## src/rtl/dff_capture_arbiter_if.sv

```systemverilog
// dff_capture_arbiter_if
// Purpose: groups the request/data/grant/capture signals of the shared
//          capture-register arbiter into one bundle.
// Signals:
//   en      - arbitration enable; low blocks new grants only
//   req     - per-requester capture request, level
//   din     - flat data bus, requester i at [i*DW +: DW]
//   gnt     - one-hot ownership of the shared register
//   ack     - one-hot, one-cycle capture-done pulse
//   q       - shared capture register
//   q_valid - one-cycle pulse, q updated
//   busy    - arbiter is in a transaction
// Modports: master drives requests and data, slave is the arbiter.
interface dff_capture_arbiter_if #(
  parameter int N_REQ = 4,
  parameter int DW    = 8
);
  logic                en;
  logic [N_REQ-1:0]    req;
  logic [N_REQ*DW-1:0] din;
  logic [N_REQ-1:0]    gnt;
  logic [N_REQ-1:0]    ack;
  logic [DW-1:0]       q;
  logic                q_valid;
  logic                busy;

  modport master (
    output en, req, din,
    input  gnt, ack, q, q_valid, busy
  );

  modport slave (
    input  en, req, din,
    output gnt, ack, q, q_valid, busy
  );
endinterface

```

## src/rtl/dff_capture_arbiter.sv

```systemverilog
// dff_capture_arbiter
// Purpose: round-robin arbiter that lets one of N_REQ requesters at a time
//          load its data slice into a single shared capture register, then
//          locks out further captures for HOLD cycles.
// Ports:
//   clk - single clock, all state changes on its rising edge
//   rst - asynchronous, active-high reset
//   bus - dff_capture_arbiter_if.slave (en, req, din in; gnt, ack, q,
//         q_valid, busy out)
//
// state   | meaning
// --------+-----------------------------------------------------------
// IDLE    | no owner; arbitrate when en=1 and any req is set
// CAPTURE | winner granted; next edge loads q, pulses ack/q_valid
// HOLD_ST | lockout after capture; cnt counts down to 0, then release
module dff_capture_arbiter #(
  parameter int N_REQ = 4,
  parameter int DW    = 8,
  parameter int HOLD  = 2
) (
  input  logic                   clk,
  input  logic                   rst,
  dff_capture_arbiter_if.slave   bus
);

  localparam int              PW       = (N_REQ > 1) ? $clog2(N_REQ) : 1;
  localparam logic [PW:0]     N_REQ_W  = (PW+1)'(N_REQ);
  localparam logic [PW-1:0]   LAST_IDX = PW'(N_REQ - 1);
  localparam int              HOLD_M1  = (HOLD > 0) ? HOLD - 1 : 0;
  localparam logic [3:0]      CNT_INIT = 4'(HOLD_M1);
  localparam logic [N_REQ-1:0] ONE     = {{(N_REQ-1){1'b0}}, 1'b1};

  typedef enum logic [1:0] {
    IDLE    = 2'd0,
    CAPTURE = 2'd1,
    HOLD_ST = 2'd2
  } state_t;

  state_t            state_q, state_d;
  logic [N_REQ-1:0]  gnt_q, gnt_d;
  logic [N_REQ-1:0]  ack_q, ack_d;
  logic [DW-1:0]     q_q, q_d;
  logic              q_valid_q, q_valid_d;
  logic [PW-1:0]     ptr_q, ptr_d;
  logic [PW-1:0]     win_q, win_d;
  logic [3:0]        cnt_q, cnt_d;

  // Rotate requests so bit 0 is the requester at ptr; the first set bit of
  // the rotated vector is the offset of the winner from ptr.
  logic [2*N_REQ-1:0] req_dbl;
  logic [N_REQ-1:0]   req_rot;
  logic [PW-1:0]      off;
  logic               found;
  logic [PW:0]        sum;
  logic [PW-1:0]      pick;
  logic [DW-1:0]      cap_data;

  assign req_dbl = {bus.req, bus.req};
  assign req_rot = N_REQ'(req_dbl >> ptr_q);

  always_comb begin
    off   = '0;
    found = 1'b0;
    for (int k = 0; k < N_REQ; k++) begin
      if (!found && req_rot[k]) begin
        found = 1'b1;
        off   = k[PW-1:0];
      end
    end
  end

  // ptr + off, wrapped back into 0..N_REQ-1 (N_REQ need not be a power of 2)
  assign sum  = {1'b0, ptr_q} + {1'b0, off};
  assign pick = (sum >= N_REQ_W) ? PW'(sum - N_REQ_W) : sum[PW-1:0];

  always_comb begin
    cap_data = '0;
    for (int k = 0; k < N_REQ; k++) begin
      if (win_q == k[PW-1:0]) begin
        cap_data = bus.din[k*DW +: DW];
      end
    end
  end

  always_comb begin
    state_d   = state_q;
    gnt_d     = gnt_q;
    ack_d     = '0;
    q_d       = q_q;
    q_valid_d = 1'b0;
    ptr_d     = ptr_q;
    win_d     = win_q;
    cnt_d     = cnt_q;

    unique case (state_q)
      IDLE: begin
        gnt_d = '0;
        if (bus.en && (bus.req != '0)) begin
          win_d   = pick;
          gnt_d   = ONE << pick;
          state_d = CAPTURE;
        end
      end

      // Requests and en are ignored here: once granted, a capture always
      // completes with the data present at the closing edge.
      CAPTURE: begin
        q_d       = cap_data;
        q_valid_d = 1'b1;
        ack_d     = ONE << win_q;
        ptr_d     = (win_q == LAST_IDX) ? '0 : win_q + 1'b1;
        if (HOLD == 0) begin
          state_d = IDLE;
          gnt_d   = '0;
        end else begin
          state_d = HOLD_ST;
          cnt_d   = CNT_INIT;
        end
      end

      HOLD_ST: begin
        if (cnt_q == 4'd0) begin
          state_d = IDLE;
          gnt_d   = '0;
        end else begin
          cnt_d = cnt_q - 4'd1;
        end
      end

      default: begin
        state_d = IDLE;
        gnt_d   = '0;
      end
    endcase
  end

  always_ff @(posedge clk or posedge rst) begin
    if (rst) begin
      state_q   <= IDLE;
      gnt_q     <= '0;
      ack_q     <= '0;
      q_q       <= '0;
      q_valid_q <= 1'b0;
      ptr_q     <= '0;
      win_q     <= '0;
      cnt_q     <= '0;
    end else begin
      state_q   <= state_d;
      gnt_q     <= gnt_d;
      ack_q     <= ack_d;
      q_q       <= q_d;
      q_valid_q <= q_valid_d;
      ptr_q     <= ptr_d;
      win_q     <= win_d;
      cnt_q     <= cnt_d;
    end
  end

  assign bus.gnt     = gnt_q;
  assign bus.ack     = ack_q;
  assign bus.q       = q_q;
  assign bus.q_valid = q_valid_q;
  assign bus.busy    = (state_q != IDLE);

endmodule

```

## src/flat_wrapper.sv

```systemverilog
// flat-port wrapper written by rule: the top's interface ports become plain ports
module dff_capture_arbiter_flat 
#(
  parameter int N_REQ = 4,
  parameter int DW    = 8,
  parameter int HOLD  = 2
)
  (clk, rst, bus_en, bus_req, bus_din, bus_gnt, bus_ack, bus_q, bus_q_valid, bus_busy);
  dff_capture_arbiter_if #(.N_REQ(N_REQ), .DW(DW)) bus_i ();
  input  logic clk;
  input  logic rst;
  input wire logic [$bits(bus_i.en)-1:0] bus_en;
  input wire logic [$bits(bus_i.req)-1:0] bus_req;
  input wire logic [$bits(bus_i.din)-1:0] bus_din;
  output wire logic [$bits(bus_i.gnt)-1:0] bus_gnt;
  output wire logic [$bits(bus_i.ack)-1:0] bus_ack;
  output wire logic [$bits(bus_i.q)-1:0] bus_q;
  output wire logic [$bits(bus_i.q_valid)-1:0] bus_q_valid;
  output wire logic [$bits(bus_i.busy)-1:0] bus_busy;
  assign bus_i.en = bus_en;
  assign bus_i.req = bus_req;
  assign bus_i.din = bus_din;
  assign bus_gnt = bus_i.gnt;
  assign bus_ack = bus_i.ack;
  assign bus_q = bus_i.q;
  assign bus_q_valid = bus_i.q_valid;
  assign bus_busy = bus_i.busy;
  dff_capture_arbiter #(.N_REQ(N_REQ), .DW(DW), .HOLD(HOLD)) u_core (.clk(clk), .rst(rst), .bus(bus_i));
endmodule
```

## config.mk

```make
export PLATFORM = sky130hd
export DESIGN_NAME = dff_capture_arbiter_flat
export DESIGN_NICKNAME = d
export VERILOG_FILES = /design/src/rtl/dff_capture_arbiter_if.sv /design/src/rtl/dff_capture_arbiter.sv /design/src/flat_wrapper.sv
export SDC_FILE = /design/constraint.sdc
export NUM_CORES = 1
export LEC_CHECK = 0
export CORE_MARGIN = 4
export CORE_UTILIZATION = 48
export CTS_BUF_LIST = sky130_fd_sc_hd__clkbuf_16
export DETAILED_ROUTE_END_ITERATION = 7
export GPL_ROUTABILITY_DRIVEN = 0
export MAX_ROUTING_LAYER = met4
export PLACE_DENSITY = 0.85
export SYNTH_ARGS = -nofsm -noshare
export SYNTH_HDL_FRONTEND = slang
export SYNTH_SLANG_ARGS = --single-unit
```

## constraint.sdc

```tcl
create_clock -name clk -period 5 [get_ports clk]
set_input_delay 0.75 -clock clk [delete_from_list [all_inputs] [get_ports clk]]
set_output_delay 0.75 -clock clk [all_outputs]
set_load 0.02 [all_outputs]
```

# Yosys cells after proc, flatten, opt, wreduce, memory -nomap -nowiden
# Index checks and enable logic that the tools add are counted.
# word_totals
word_cells,64
reg_bits,27
in_bits,39
# classes
mux,22
add_sub_neg,4
n_lt_le_gt_ge,1
n_eq_ne,8
n_bitwise,1
reduce_logical,17
shifts,3
# op_table
op,n
two-way mux 8 bit,4
two-way mux 4 bit,4
two-way mux 2 bit,6
case mux 4 bit (3 select lines),1
case mux 4 bit (2 select lines),1
AND reduction 2 bit,4
left shift 1 x 2 -> 4 bit (first input constant),2
>> shifter 8 x 2 -> 4 bit,1
== test 2 bit (second input constant),3
case mux 2 bit (3 select lines),1
two-way mux 1 bit,5
== test 2 x 1 -> 1 bit (second input constant),2
logical AND 1 bit,4
logical NOT 2 bit,2
logical NOT 4 bit,1
inequality test 2 x 1 -> 1 bit (second input constant),2
nonzero test 2 bit,2
nonzero test 4 bit,1
subtractor 4 x 1 -> 4 bit (second input constant),1
adder 2 x 2 -> 3 bit,1
>= comparator 3 bit (second input constant),1
logical NOT 1 bit,3
adder 2 x 1 -> 2 bit (second input constant),1
inequality test 2 bit (second input constant),1
2 further kinds,2

# Longest topological paths before layout
# Gate-level depths: netlist (run 1).
# logic_depth
ltp_word,17
ltp_mapped,11
ltp_nobuf,10

# Worst setup path after synthesis (run 1)
# OpenSTA, ideal clock, no wires.
# synth_timing
path_kind,input to register
from,input port bus_req[0]
to,"register u_core.gnt_q[3], in the netlist u_core.bus.gnt[3]"
arrival_time_ns,2.161
setup_slack_ns,2.744
required_ns,4.905
setup_ns,0.095
n_path_buf,1
path_stages,7
cell_sequence,buf_6 > or4_1 > o2111ai_1 > ha_1 > xor2_1 > nor3_1 > o31ai_1
# synth_between
elab_chain_len,17
elab_cells_between_ends,22
classes_between,2 x add/sub; 1 x order compare; 2 x shift; 9 x mux; 8 x reduce/logical
# synth_rtl
item,line,source
start: declaration,flat_wrapper.sv:13,input wire logic [$bits(bus_i.req)-1:0] bus_req;
>> shifter 8 x 2 -> 4 bit,dff_capture_arbiter.sv:59,assign req_rot = N_REQ'(req_dbl >> ptr_q);
two-way mux 1 bit,dff_capture_arbiter.sv:65,if (!found && req_rot[k]) begin
logical NOT 1 bit,dff_capture_arbiter.sv:65,
logical AND 1 bit,dff_capture_arbiter.sv:65,
two-way mux 1 bit,dff_capture_arbiter.sv:65,
logical NOT 1 bit,dff_capture_arbiter.sv:65,
logical AND 1 bit,dff_capture_arbiter.sv:65,
two-way mux 1 bit,dff_capture_arbiter.sv:65,
logical NOT 1 bit,dff_capture_arbiter.sv:65,
logical AND 1 bit,dff_capture_arbiter.sv:65,
two-way mux 2 bit,dff_capture_arbiter.sv:65,
adder 2 x 2 -> 3 bit,dff_capture_arbiter.sv:73,"assign sum = {1'b0, ptr_q} + {1'b0, off};"
>= comparator 3 bit or subtractor 2 x 1 -> 2 bit (tied branches),dff_capture_arbiter.sv:74,assign pick = (sum >= N_REQ_W) ? PW'(sum - N_REQ_W) : sum[PW-1:0];
two-way mux 2 bit,dff_capture_arbiter.sv:74,
left shift 1 x 2 -> 4 bit,dff_capture_arbiter.sv:100,gnt_d = ONE << pick;
two-way mux 4 bit (*),dff_capture_arbiter.sv:98,if (bus.en && (bus.req != '0)) begin
case mux 4 bit (3 select lines) (*),dff_capture_arbiter.sv:95,unique case (state_q)
end signal: assignment,dff_capture_arbiter.sv:149,gnt_q <= gnt_d;
end: declaration,dff_capture_arbiter.sv:40,"logic [N_REQ-1:0] gnt_q, gnt_d;"
# Mark *: on every way between the ends. The rest lies on a longest branch, timed or not.
# A chain may end at the register's enable or synchronous reset.

# Worst setup path after layout (run 1)
# layout_timing
from,input port bus_req[1]
to,"register u_core.gnt_q[3], in the netlist u_core.bus.gnt[3]"
# Same word-level chain as after synthesis.

==> results of run 1 <==
==> sequential cells by signal (all words and copies together) (netlist names) <==
name and flops:
u_core.bus.q 8, u_core.bus.ack 4, u_core.win_q 2, u_core.bus.q_valid 1
u_core.cnt_q 4, u_core.state_q 2, u_core.ptr_q 2, u_core.bus.gnt 4
==> routing by layer <==
metal / share of wire [%] / GRT usage, %
met1: 43 / 22.8
met2: 53 / 34.5
met3: 3.3 / 2.74
met4: 1.3 / 7.25
met5: 0 / -
==> synthesized netlist by cell type, types with 2 or more instances <==
| cell | number | share of area [%] |
|---|---|---|
| nor2b_1 | 9 | 3.6 |
| ha_1 | 6 | 4.7 |
| and2_1 | 4 | 1.6 |
| o211ai_1 | 3 | 1.4 |
| o21ai_0 | 2 | 0.63 |
| buf_4 | 2 | 0.95 |
| o31ai_1 | 3 | 1.4 |
| buf_2 | 3 | 0.95 |
| o2111ai_1 | 2 | 1.1 |
| nand3_1 | 7 | 2.2 |
| inv_2 | 4 | 0.95 |
| nor3_1 | 12 | 3.8 |
| a221oi_1 | 8 | 4.4 |
| nand2_1 | 22 | 5.2 |
| buf_1 | 2 | 0.47 |
| inv_1 | 6 | 1.4 |
| mux2i_1 | 2 | 1.3 |
| a21oi_1 | 12 | 3.8 |
| o21ai_1 | 13 | 4.1 |
| dfrtp_1 | 27 | 43 |
| clkbuf_1 | 2 | 0.47 |
| nor2_1 | 7 | 1.7 |
==> logic make-up after synthesis <==
logic type               synth area share, %
AND/OR/NAND/NOR                         24.5
AO/OA/AOI/OAI                           19.4
flip-flops                              42.7
buffers and inverters                   6.25
adder cells (fa/ha/maj)                 4.75
XOR/XNOR                                1.11
multiplexers                            1.27
==> cell type report <==
type                       count  area (µm²)
clock inverter                 1        5.00
tap                           44        55.1
multi-input combinational    129         807
inverter                      10        37.5
sequential                    27         676
timing repair buffer          56         561
clock buffer                   3        75.1
fill                         262         887
==> power by group through the flow <==
| stage | combinational, mW | sequential, mW | clock [mW] |
|---|---|---|---|
| after floorplan | 0.406 | 0.402 | 0 |
| after global placement | 0.626 | 0.364 | 0 |
| after detailed placement | 0.635 | 0.368 | 0 |
| after CTS | 0.646 | 0.364 | 0.185 |
| after global routing | 0.713 | 0.377 | 0.194 |
| final | 0.642 | 0.365 | 0.180 |
==> cell usage in the layout, fill, tap and decap left out, types with 2 or more instances in the layout <==
cell type,instances
nor3_1,12
o31ai_1,3
a21oi_1,12
nand2_1,22
and2_1,4
inv_1,6
o211ai_1,3
clkdlybuf4s50_1,56
o21ai_1,13
nand3_1,7
o2111ai_1,2
nor2_1,7
o21ai_0,2
mux2i_1,2
nor2b_1,9
a221oi_1,8
inv_2,4
dfrtp_1,27
clkbuf_16,3
ha_1,6
==> through the flow <==
| step | util (%) | instances |
|---|---|---|
| 4_1_cts | 71.4 | 270 |
| 2_1_floorplan | - | 177 |
| 6_report | 71.4 | 270 |
| 3_5_place_dp | 68.8 | 266 |
| 3_3_place_gp | 68.8 | 266 |
| 5_1_grt | 71.4 | 270 |
==> tightest hold or removal path, cell delays in order, from the launching register on <==
cell and delay [ns]:
dfrtp_1 0.34, nand2_1 0.05, o21ai_1 0.06
==> worst max-delay path by stage <==
stage,end,depth (start not counted),slack [ns],start
detailed placement,u_core.bus.gnt[3]$_DFFE_PP0P_,7,2.14,bus_req[0]
CTS,u_core.bus.gnt[3]$_DFFE_PP0P_,7,2.38,bus_req[0]
floorplan,u_core.bus.gnt[3]$_DFFE_PP0P_,7,2.74,bus_req[0]
finish,u_core.bus.gnt[3]$_DFFE_PP0P_,8,2.38,bus_req[1]
global route,u_core.bus.gnt[3]$_DFFE_PP0P_,7,2.25,bus_req[0]
global placement,u_core.bus.gnt[3]$_DFFE_PP0P_,7,2.22,bus_req[0]
==> impl_metrics.yaml, run 1 <==
yosys:
  yosysSeqAreaShare_pct: 42.7
  synth-edff-count: 0
  avgSynthCellArea_um2: 8.94
  ys_warn_count: 0
  yosysUniqueCellTypes: 41
  ys_async_sr_fraction_pct: 100
  synthesis.area_mm2: 0.00158
  synth_seq_cells: 27
  netlist_instances: 177
  synth_nets: 222
  synth-main-ff-cell: "dfrtp_1"
cts:
  tritoncts: "yes"
  cts_resized: 0
  cts_num_sinks: 27
  clock_latency_ns: 0.26
  postCtsSetupBuffers: 0
  clock-root-buffer: "clkbuf_16"
  cts.clk_slew.worst_paths_ns: 0.07
  cts_buffers: 3
  cts-hold-fix-buffers: 0
  cts_buffer_depth: 2
  cts-htree-levels: 1
detailed_routing:
  drc: 0
  wl_per_cell_um: 14.5
  drt_first_pass_iters: 4
  wl_um: 3910
  ant_nets: 0
  drt-initial-drc-count: 56
  viasPerCell: 5.38
  vias: 1453
setup_path:
  crit_required_ns: 5.16
  reg2reg_from: "u_core.ptr_q[0]$_DFFE_PP0P_"
  regToRegEndpoint: "u_core.bus.gnt[3]$_DFFE_PP0P_"
  endpoint_kind: "register"
  path_delay_family: "simple AND/OR/NAND/NOR gates"
  rrSetupSlack_ns: 2.91
  cp_max_fo: 7
  max_stage_delay_ns: 0.60
  crit_buf_inv: 1
  worst-setup-path-type: "in -> reg"
  slowest_stage: "clkdlybuf4s50_1"
  reg2reg_depth: 6
  critPathLaunchType: "primary input"
  cp_cell_sequence: "clkdlybuf4s50_1 > nor2_1 > or4_1 > o2111ai_1 > ha_1 > xor2_1 > nor3_1 > o31ai_1"
  cp.arrival_ns: 2.79
placed_design:
  dpl.hpwl_um: 2910
  dp_slack_ns: 2.14
  portBuffers: 56
  dpl-instance-area_mm2: 0.00214
timing:
  slew_violations: 0
  period_share_pct: 52.5
  setup_violations: 0
  fin_tns_setup_ns: 0
  slew-limit-headroom_pct: 33.1
  holdWs_ns: 0.482
  fmax_mhz: 381
  worstMarginPinSlew_ns: 1.00
  final-hold-violation-count: 0
  post-route-min-period_ns: 2.62
  fin_ws_ns: 2.38
  fin_worst_skew_ns: 0.00230
  rsz0062_at_grt: "false"
power_and_ir_drop:
  internal-power_uw: 694
  p_seq_share_pct: 30.7
  power.total_mw: 1.19
  p_clk_share_pct: 15.2
  ir_worst_vdd_mv: 0.256
  swShare_pct: 41.6
  pwr_density_cell_mw_per_mm2: 536
  combPwrFrac_pct: 54.1
  leakage_nw: 0.943
  switchingPower_uw: 494
global_routing:
  globalRouteOverflowTotal: 0
  grt_use_total_pct: 19.7
  grt_antenna_before_repair: 0
  grt_pass1_wl_um: 6470
  grt_max_degree: 28
  grt_pass1_vias: 1413
die:
  rows: 20
  die_x_um: 65.4
  io_pins: 57
  die_height_um: 65.4
  start_util_pct: 51.0
  coreArea_mm2: 0.00310
  die_area_mm2: 0.00428
outcome:
  outcome: "finished, final reports clean"
cells_and_area:
  fin_nets: 272
  final_cell_area_mm2: 0.00222
  drive_above_1_share_pct: 6.64
  area_delta_synth_final_pct: 40.1
  diodes: 0
run:
  cap_violations: 0
worst_hold_path:
  min_path_cells: 2
  min_path_type: "reg -> reg"
  hp-start: "u_core.bus.q[3]$_DFFE_PP0P_"
  min_to: "u_core.bus.q[3]$_DFFE_PP0P_"
No activity file was read; power rests on OpenSTA's default activity.
==> run 2: changes to the inputs <==
--- a/config.mk
+++ b/config.mk
@@ -6,12 +6,12 @@
 export NUM_CORES = 1
 export LEC_CHECK = 0
 export CORE_MARGIN = 4
-export CORE_UTILIZATION = 48
+export CORE_UTILIZATION = 44
 export CTS_BUF_LIST = sky130_fd_sc_hd__clkbuf_16
 export DETAILED_ROUTE_END_ITERATION = 7
 export GPL_ROUTABILITY_DRIVEN = 0
 export MAX_ROUTING_LAYER = met4
-export PLACE_DENSITY = 0.85
+export PLACE_DENSITY = 0.79
 export SYNTH_ARGS = -nofsm -noshare
 export SYNTH_HDL_FRONTEND = slang
 export SYNTH_SLANG_ARGS = --single-unit
==> constraint.sdc (replaced) <==
create_clock -name clk -period 2.44 [get_ports clk]
set_input_delay 0.366 -clock clk [delete_from_list [all_inputs] [get_ports clk]]
set_output_delay 0.366 -clock clk [all_outputs]
set_load 0.02 [all_outputs]
==> run 2 against run 1 <==
  * Total power is 110% higher
  * Sequential cell count stayed put
  * Design area is 2.4% higher
  * Sequential power is 100% higher
  * Critical path type unchanged
==> impl_metrics.yaml, run 2 (synthesis results as in run 1) <==
timing:
  slew-limit-headroom_pct: 59.3
  holdWs_ns: 0.463
  rsz0062_at_grt: "false"
  final-hold-violation-count: 0
  period_share_pct: 85.1
  post-route-min-period_ns: 2.08
  fin_worst_skew_ns: 0.00142
  setup_violations: 0
  fin_tns_setup_ns: 0
  fmax_mhz: 482
  worstMarginPinSlew_ns: 0.610
  slew_violations: 0
setup_path:
  critPathLaunchType: "primary input"
  cp_max_fo: 5
  endpoint_kind: "register"
  worst-setup-path-type: "in -> reg"
  crit_required_ns: 2.61
  cp-startpoint: "bus_req[2]"
  cp.arrival_ns: 2.24
  reg2reg_from: "u_core.ptr_q[0]$_DFFE_PP0P_"
cts:
  cts-htree-levels: 1
  postCtsSetupBuffers: 0
  cts_num_sinks: 27
  cts_buffers: 3
  cts.clk_slew.worst_paths_ns: 0.06
  tritoncts: "yes"
  cts-hold-fix-buffers: 0
  clock-root-buffer: "clkbuf_16"
  cts_buffer_depth: 2
  clock_latency_ns: 0.25
  cts_resized: 0
power_and_ir_drop:
  pwr_density_cell_mw_per_mm2: 1080
  leakage_nw: 0.978
  ir_worst_vdd_mv: 0.583
cells_and_area:
  largest_reg_flops: 8
  final_cell_area_mm2: 0.00227
  nFillCells: 295
  final_common_cell: "clkdlybuf4s50_1"
  multiInputGateArea_um2: 807
  drive_above_1_share_pct: 9.01
  area_delta_synth_final_pct: 43.5
  diodes: 0
  instances_no_fill: 279
  layout_common_cells: "clkdlybuf4s50_1, dfrtp_1, nand2_1"
  fin_nets: 279
  final-seq-area_um2: 676
die:
  die_x_um: 68.0
  coreArea_mm2: 0.00342
  start_util_pct: 46.3
  die_area_mm2: 0.00462
  die_height_um: 68.0
  io_pins: 57
  rows: 21
global_routing:
  globalRouteOverflowTotal: 0
  grt_pass1_wl_um: 6130
  grt_antenna_before_repair: 0
  grt_pass1_vias: 1383
  grt_use_total_pct: 17.7
  grt_max_degree: 28
detailed_routing:
  drt-initial-drc-count: 71
  wl_um: 3830
  drc: 0
  ant_nets: 0
  drt_first_pass_iters: 4
  wl_per_cell_um: 13.7
  viasPerCell: 5.27
  vias: 1471
placed_design:
  dpl-instance-area_mm2: 0.00219
  dpl.hpwl_um: 3020
  portBuffers: 56
  dpl.cell_count: 275
worst_hold_path:
  min_path_type: "in -> async"
run:
  cap_violations: 0
outcome:
  outcome: "finished, final reports clean"
==> run 2: through the flow <==
step	setup slack [ns]	total power, mW	utilization, %
global placement	0.164	2.07	64.1
CTS	0.376	2.46	66.4
detailed placement	0.114	2.10	64.1
finish	0.364	2.44	66.4
global route	0.206	2.65	66.4
floorplan	0.495	1.66	-
==> run 2: final cells by class <==
class                      instances  share of cell area [%]
inverter                          10                    1.65
timing repair buffer              63                    27.0
tap                               46                    2.54
multi-input combinational        129                    35.6
clock buffer                       3                    3.31
sequential                        27                    29.8
clock inverter                     1                   0.165
==> run 2: power breakdown <==
group          internal [mW]  switching [mW]  total, mW
Clock                  0.219           0.137      0.356
Combinational          0.613           0.725       1.34
Sequential             0.612           0.135      0.748
Total                   1.44           0.998       2.44
==> run 2: final timing paths <==
path                                                      end  depth (start not counted)  slack [ns]
min in group clk                  u_core.bus.q[3]$_DFFE_PP0P_                          2        0.48
worst min register to register    u_core.bus.q[3]$_DFFE_PP0P_                          2        0.48
worst max-delay path            u_core.bus.gnt[3]$_DFFE_PP0P_                          7        0.36
max in group asynchronous         u_core.cnt_q[3]$_DFFE_PP0P_                          3        1.72
worst min-delay path              u_core.bus.q[3]$_DFFE_PP0P_                          3        0.46
worst max register to register  u_core.bus.gnt[3]$_DFFE_PP0P_                          6        0.37
==> run 2: metal layers <==
metal / wire (µm) / share of wire [%] / track usage (%) / vias to the layer above
met4: 33 / 0.86 / 3.72 / 0
met5: 0 / 0 / - / -
li1: - / - / - / 739
met3: 139 / 3.6 / 1.97 / 2
met2: 2110 / 55 / 33.1 / 33
met1: 1550 / 41 / 20.2 / 697
==> run 2: critical path: stages <==
cell,delay [ns]
clkdlybuf4s50_1,0.48
or4_1,0.49
o2111ai_1,0.09
ha_1,0.23
xor2_1,0.25
nor3_1,0.11
o31ai_1,0.23
==> run 3: changes to the inputs <==
--- a/config.mk
+++ b/config.mk
@@ -5,7 +5,6 @@
 export SDC_FILE = /design/constraint.sdc
 export NUM_CORES = 1
 export LEC_CHECK = 0
-export CORE_MARGIN = 4
 export CORE_UTILIZATION = 44
 export CTS_BUF_LIST = sky130_fd_sc_hd__clkbuf_16
 export DETAILED_ROUTE_END_ITERATION = 7
==> run 3 against run 2 <==
  * Sequential power barely moved
  * Worst setup slack improved by 0.031 ns
  * Design area fell by 0.28%
  * Die area fell by 17%
  * Non-clock buffer count fell by 1
  * Cell count fell by 0.36%
  * Register-to-register slack improved by 0.05 ns
  * Sequential cell count did not move
  * Clock power rose by 2%
  * First-iteration DRC count fell by 34%
==> impl_metrics.yaml, run 3 (synthesis results as in run 1) <==
cts:
  clock-root-buffer: "clkbuf_16"
  cts.clk_slew.worst_paths_ns: 0.06
  cts_buffer_depth: 2
  postCtsSetupBuffers: 0
  cts_buffers: 3
  tritoncts: "yes"
  clock_latency_ns: 0.25
  cts-htree-levels: 1
  cts_resized: 0
  cts-hold-fix-buffers: 0
  cts_num_sinks: 27
power_and_ir_drop:
  ir_worst_vdd_mv: 0.474
  pwr_density_cell_mw_per_mm2: 1070
  leakage_nw: 0.972
setup_path:
  worst-setup-path-type: "in -> reg"
  cp-startpoint: "bus_req[2]"
  crit_required_ns: 2.61
  reg2reg_from: "u_core.ptr_q[0]$_DFFE_PP0P_"
  critPathLaunchType: "primary input"
  rrSetupSlack_ns: 0.42
  max_stage_delay_ns: 0.48
  cp.arrival_ns: 2.21
  endpoint_kind: "register"
  crit_buf_inv: 1
  cp_max_fo: 5
  path_delay_family: "simple AND/OR/NAND/NOR gates"
  reg2reg_depth: 6
  cp_cell_sequence: "clkdlybuf4s50_1 > or4_1 > o2111ai_1 > ha_1 > xor2_1 > nor3_1 > o31ai_1"
  slowest_stage: "clkdlybuf4s50_1"
  regToRegEndpoint: "u_core.bus.gnt[3]$_DFFE_PP0P_"
run:
  cap_violations: 0
cells_and_area:
  final-seq-area_um2: 676
  area_delta_synth_final_pct: 43.1
  fin_nets: 278
  multiInputGateArea_um2: 807
  final_common_cell: "clkdlybuf4s50_1"
  final_core_util_pct: 66.8
  largest_reg_flops: 8
  diodes: 0
  layout_common_cells: "clkdlybuf4s50_1, dfrtp_1, nand2_1"
  nFillCells: 284
  drive_above_1_share_pct: 9.05
  final_cell_area_mm2: 0.00226
worst_hold_path:
  min_path_type: "in -> async"
detailed_routing:
  wl_per_cell_um: 13.3
  drc: 0
  ant_nets: 0
  wl_um: 3690
  viasPerCell: 5.27
  drt-initial-drc-count: 47
  drt_first_pass_iters: 4
  vias: 1465
timing:
  slew-limit-headroom_pct: 59.1
  fmax_mhz: 489
  rsz0062_at_grt: "false"
  final-hold-violation-count: 0
  post-route-min-period_ns: 2.05
  setup_violations: 0
  period_share_pct: 83.8
  slew_violations: 0
  fin_tns_setup_ns: 0
  fin_worst_skew_ns: 0.00187
  worstMarginPinSlew_ns: 0.613
  holdWs_ns: 0.461
placed_design:
  dpl.hpwl_um: 2870
  dpl-instance-area_mm2: 0.00218
  portBuffers: 56
die:
  start_util_pct: 46.7
  die_area_mm2: 0.00384
  coreArea_mm2: 0.00339
  io_pins: 57
  die_x_um: 62.0
  die_height_um: 62.0
  rows: 21
global_routing:
  grt_pass1_wl_um: 5870
  grt_use_total_pct: 21.0
  globalRouteOverflowTotal: 0
  grt_antenna_before_repair: 0
  grt_pass1_vias: 1341
  grt_max_degree: 28
outcome:
  outcome: "finished, final reports clean"
[run 3: cell types whose count changed in the layout (fill, tap and decap cells not counted)]
cell / change
buf_4: -1
clkinv_2: +1
inv_1: -1
[run 3: worst max-delay path by stage]
stage / endpoint / slack [ns] / cells after the start
2_1_floorplan: u_core.bus.gnt[3]$_DFFE_PP0P_ / 0.49 / 7
3_3_place_gp: u_core.bus.gnt[3]$_DFFE_PP0P_ / 0.17 / 7
3_5_place_dp: u_core.bus.gnt[3]$_DFFE_PP0P_ / 0.11 / 7
4_1_cts: u_core.bus.gnt[3]$_DFFE_PP0P_ / 0.39 / 7
5_1_grt: u_core.bus.gnt[3]$_DFFE_PP0P_ / 0.17 / 10
6_report: u_core.bus.gnt[3]$_DFFE_PP0P_ / 0.39 / 7
[run 3: layer usage]
layer  vias up  track usage, %  part of all wire, %
li1        735               -                    -
met2        32            36.9                   55
met1       696            26.9                   42
met4         0            3.81                 0.51
met5         -               -                    0
met3         2            1.24                  2.4
[run 3: worst reg2reg max path, delay by kind of cell, from the launching register on]
family | cells | cell delay, ns
xor+xnor | 1 | 0.23
flops | 1 | 0.50
fa+ha+maj | 1 | 0.22
simple gates | 2 | 0.66
compound gates | 2 | 0.32
[run 3: stage by stage]
step	setup slack, ns	std cells	power, mW
2_1_floorplan	0.495	177	1.66
3_3_place_gp	0.166	274	2.04
3_5_place_dp	0.113	274	2.08
4_1_cts	0.387	278	2.45
5_1_grt	0.165	278	2.65
6_report	0.395	278	2.43
[run 3: power breakdown]
part           internal (mW)  switching, mW  leakage, nW
combinational          0.600          0.717        0.581
sequential             0.612          0.136        0.350
clock                  0.221          0.143       0.0409
total                   1.43          0.996        0.972
[run 3: final cells by class]
class | count | share of cell area, %
timing repair buffer | 62 | 26.8
tap | 46 | 2.54
sequential | 27 | 29.9
clock inverter | 1 | 0.221
inverter | 10 | 1.66
multi-input combinational | 129 | 35.7
clock buffer | 3 | 3.32
==> patch (flow settings as in run 2) <==
Take the reset off `q_q` and load it in a clocked block of its own.
--- a/src/rtl/dff_capture_arbiter.sv
+++ b/src/rtl/dff_capture_arbiter.sv
@@ -139,7 +139,6 @@
       state_q   <= IDLE;
       gnt_q     <= '0;
       ack_q     <= '0;
-      q_q       <= '0;
       q_valid_q <= 1'b0;
       ptr_q     <= '0;
       win_q     <= '0;
@@ -148,12 +147,15 @@
       state_q   <= state_d;
       gnt_q     <= gnt_d;
       ack_q     <= ack_d;
-      q_q       <= q_d;
       q_valid_q <= q_valid_d;
       ptr_q     <= ptr_d;
       win_q     <= win_d;
       cnt_q     <= cnt_d;
     end
+  end
+
+  always_ff @(posedge clk) begin
+    q_q <= q_d;
   end
 
   assign bus.gnt     = gnt_q;
Check against the original RTL: differs if rst is asserted again (counterexample within 4 cycles, from zero or initial values and one cycle with rst high); with rst held inactive, the same outputs for 10 cycles.
==> patch against run 2 <==
Sequential cell count unchanged. Combinational power down 3%. Worst setup slack worse by 0.17 ns. Sequential power up 7.9%. Sequential share of layout area up 1.4 points. Routed wire length up 4.7%. Global-route usage up 0.74 points. Total power up 0.86%. Design area up 1.3%. Area after synthesis up 1.4%. Via count down 4.8%. Critical path type unchanged. Largest power group unchanged. Highest routed layer unchanged.
==> patch: results (changes against run 2) <==
outcome=completed; largest net degree at the start of global routing=20 (-29%); mux contribution to synthesized area=0.02184 (+0.009183); Seq/Total Area, Yosys=0.4462 (+0.01896); GR Util met2=0.3170 (-0.01388); count of cell types in the netlist=44 (+7.3%); ys async rst share=0.7037 (-0.2963); GRT overflow=0 (unchanged); Vias/cell=5.303 (+0.58%); YS warnings=0 (unchanged); delay-heaviest family, CP=simple AND/OR/NAND/NOR gates; Max-Slew Margin vs Limit=0.5580 (-0.03526); setup bufs post-CTS=0 (unchanged); first-pass GRT wire length=6389 µm (+4.2%); vias in the first global route=1436 (+3.8%); VDD IR max=0.0004473 V (-23%); initial drt markers=58 (-18%); max reg flops=8 (unchanged); dpl cell area=0.002220 mm² (+1.3%); crit path DAT=2.43 ns (+0.19 ns); CP max FO=6 (+1); adder-cell share of the synthesized area=0.04680 (-0.0006665); clk buf depth=2 (unchanged); CTS resizes=0 (unchanged); Hold Path Class=reg -> reg; Synth area leaders=dfrtp_1 30%, edfxtp_1 15%, nand2_1 5.6%; diode count=0 (unchanged); share of layout cells above drive strength 1=0.09174 (+0.001614); quantity of I/O buffers inserted on ports=56 (unchanged); synthesized instance count=161 (-9.0%); syn_nets=206 (-7.2%); total wire length=4014 µm (+4.7%); number of flops mapped to enable cells by yosys=8 (+8); Setup WS pre-CTS=-0.07757 ns (-0.1915 ns); Clk Latency, worst-skew pair=0.25 ns (about the same); met1 WL=1632 µm (+5.1%); met3 usage=0.01478 (-0.004926); post-route insts no fill=264 (-5.4%); XOR/XNOR Fraction of Synth Area=0.01638 (+0.005305); ys flop type=dfrtp_1; overall routing resource usage=0.1846 (+0.007403); antenna violations before repair=0 (unchanged); Final Skew=0.002290 ns (+0.0008690 ns); Compound-Gate Fraction of Synth Area=0.1732 (-0.02066); leakage power=0.9307 nW (-4.9%); Critical-path top delay cell=clkdlybuf4s50_1; met1 Usage GRT=0.2231 (+0.02088); Pint=1.489 mW (+3.1%); Commonest cells post-synth=24 x nand2_1, 19 x dfrtp_1, 9 x nand3_1, 9 x nor2b_1, 9 x o31ai_1; post-DP HPWL=3275 µm (+8.5%); met2 routed WL=2214 µm (+5.1%); met3 routed WL=106 µm (-24%); CP max stage delay=0.58 ns (+0.09 ns)
## patch: cell types whose count changed after synthesis, moves of 3 or more
cell,delta
inv_2,-4
o21ai_1,-5
dfrtp_1,-8
nor3_1,-10
o211ai_1,-3
o31ai_1,+6
a21oi_1,-11
edfxtp_1,+8
## patch: final timing paths
kind                            slack, ns                 end       startpoint  depth (start not counted)
worst max-delay path                 0.20   u_core.bus.gnt[2]       bus_req[3]                          9
worst min-delay path                 0.49     u_core.cnt_q[0]  u_core.cnt_q[0]                          1
worst max register to register       0.35   u_core.bus.gnt[2]  u_core.ptr_q[0]                          8
worst min register to register       0.49     u_core.cnt_q[0]  u_core.cnt_q[0]                          1
max in group asynchronous            1.51  u_core.bus.q_valid              rst                          2
min in group asynchronous            0.51     u_core.cnt_q[2]              rst                          2
## patch: power by group through the flow
stage | logic (mW) | registers [mW] | clock network (mW)
after floorplan | 0.803 | 0.869 | 0
after global placement | 1.24 | 0.800 | 0
after detailed placement | 1.30 | 0.815 | 0
after CTS | 1.31 | 0.807 | 0.366
after global routing | 1.43 | 0.831 | 0.386
final | 1.30 | 0.807 | 0.359
## patch: layout make-up
type	instances	area, µm²
Clock buffer	3	75.07
Sequential cell	27	715.7
Timing Repair Buffer	60	590.6
Fill cell	273	1116
Inverter	8	30.03
Tap cell	46	57.56
Multi-Input combinational cell	119	825.8
Clock inverter	1	5.005
## patch: worst reg2reg max path, stage by stage, from the launching register on
cell,delay [ns]
dfrtp_1,0.52
nand3b_1,0.16
o311ai_1,0.10
o21ai_1,0.09
o221ai_1,0.12
ha_1,0.36
nor4_1,0.45
nand3_1,0.14
nand3_1,0.08
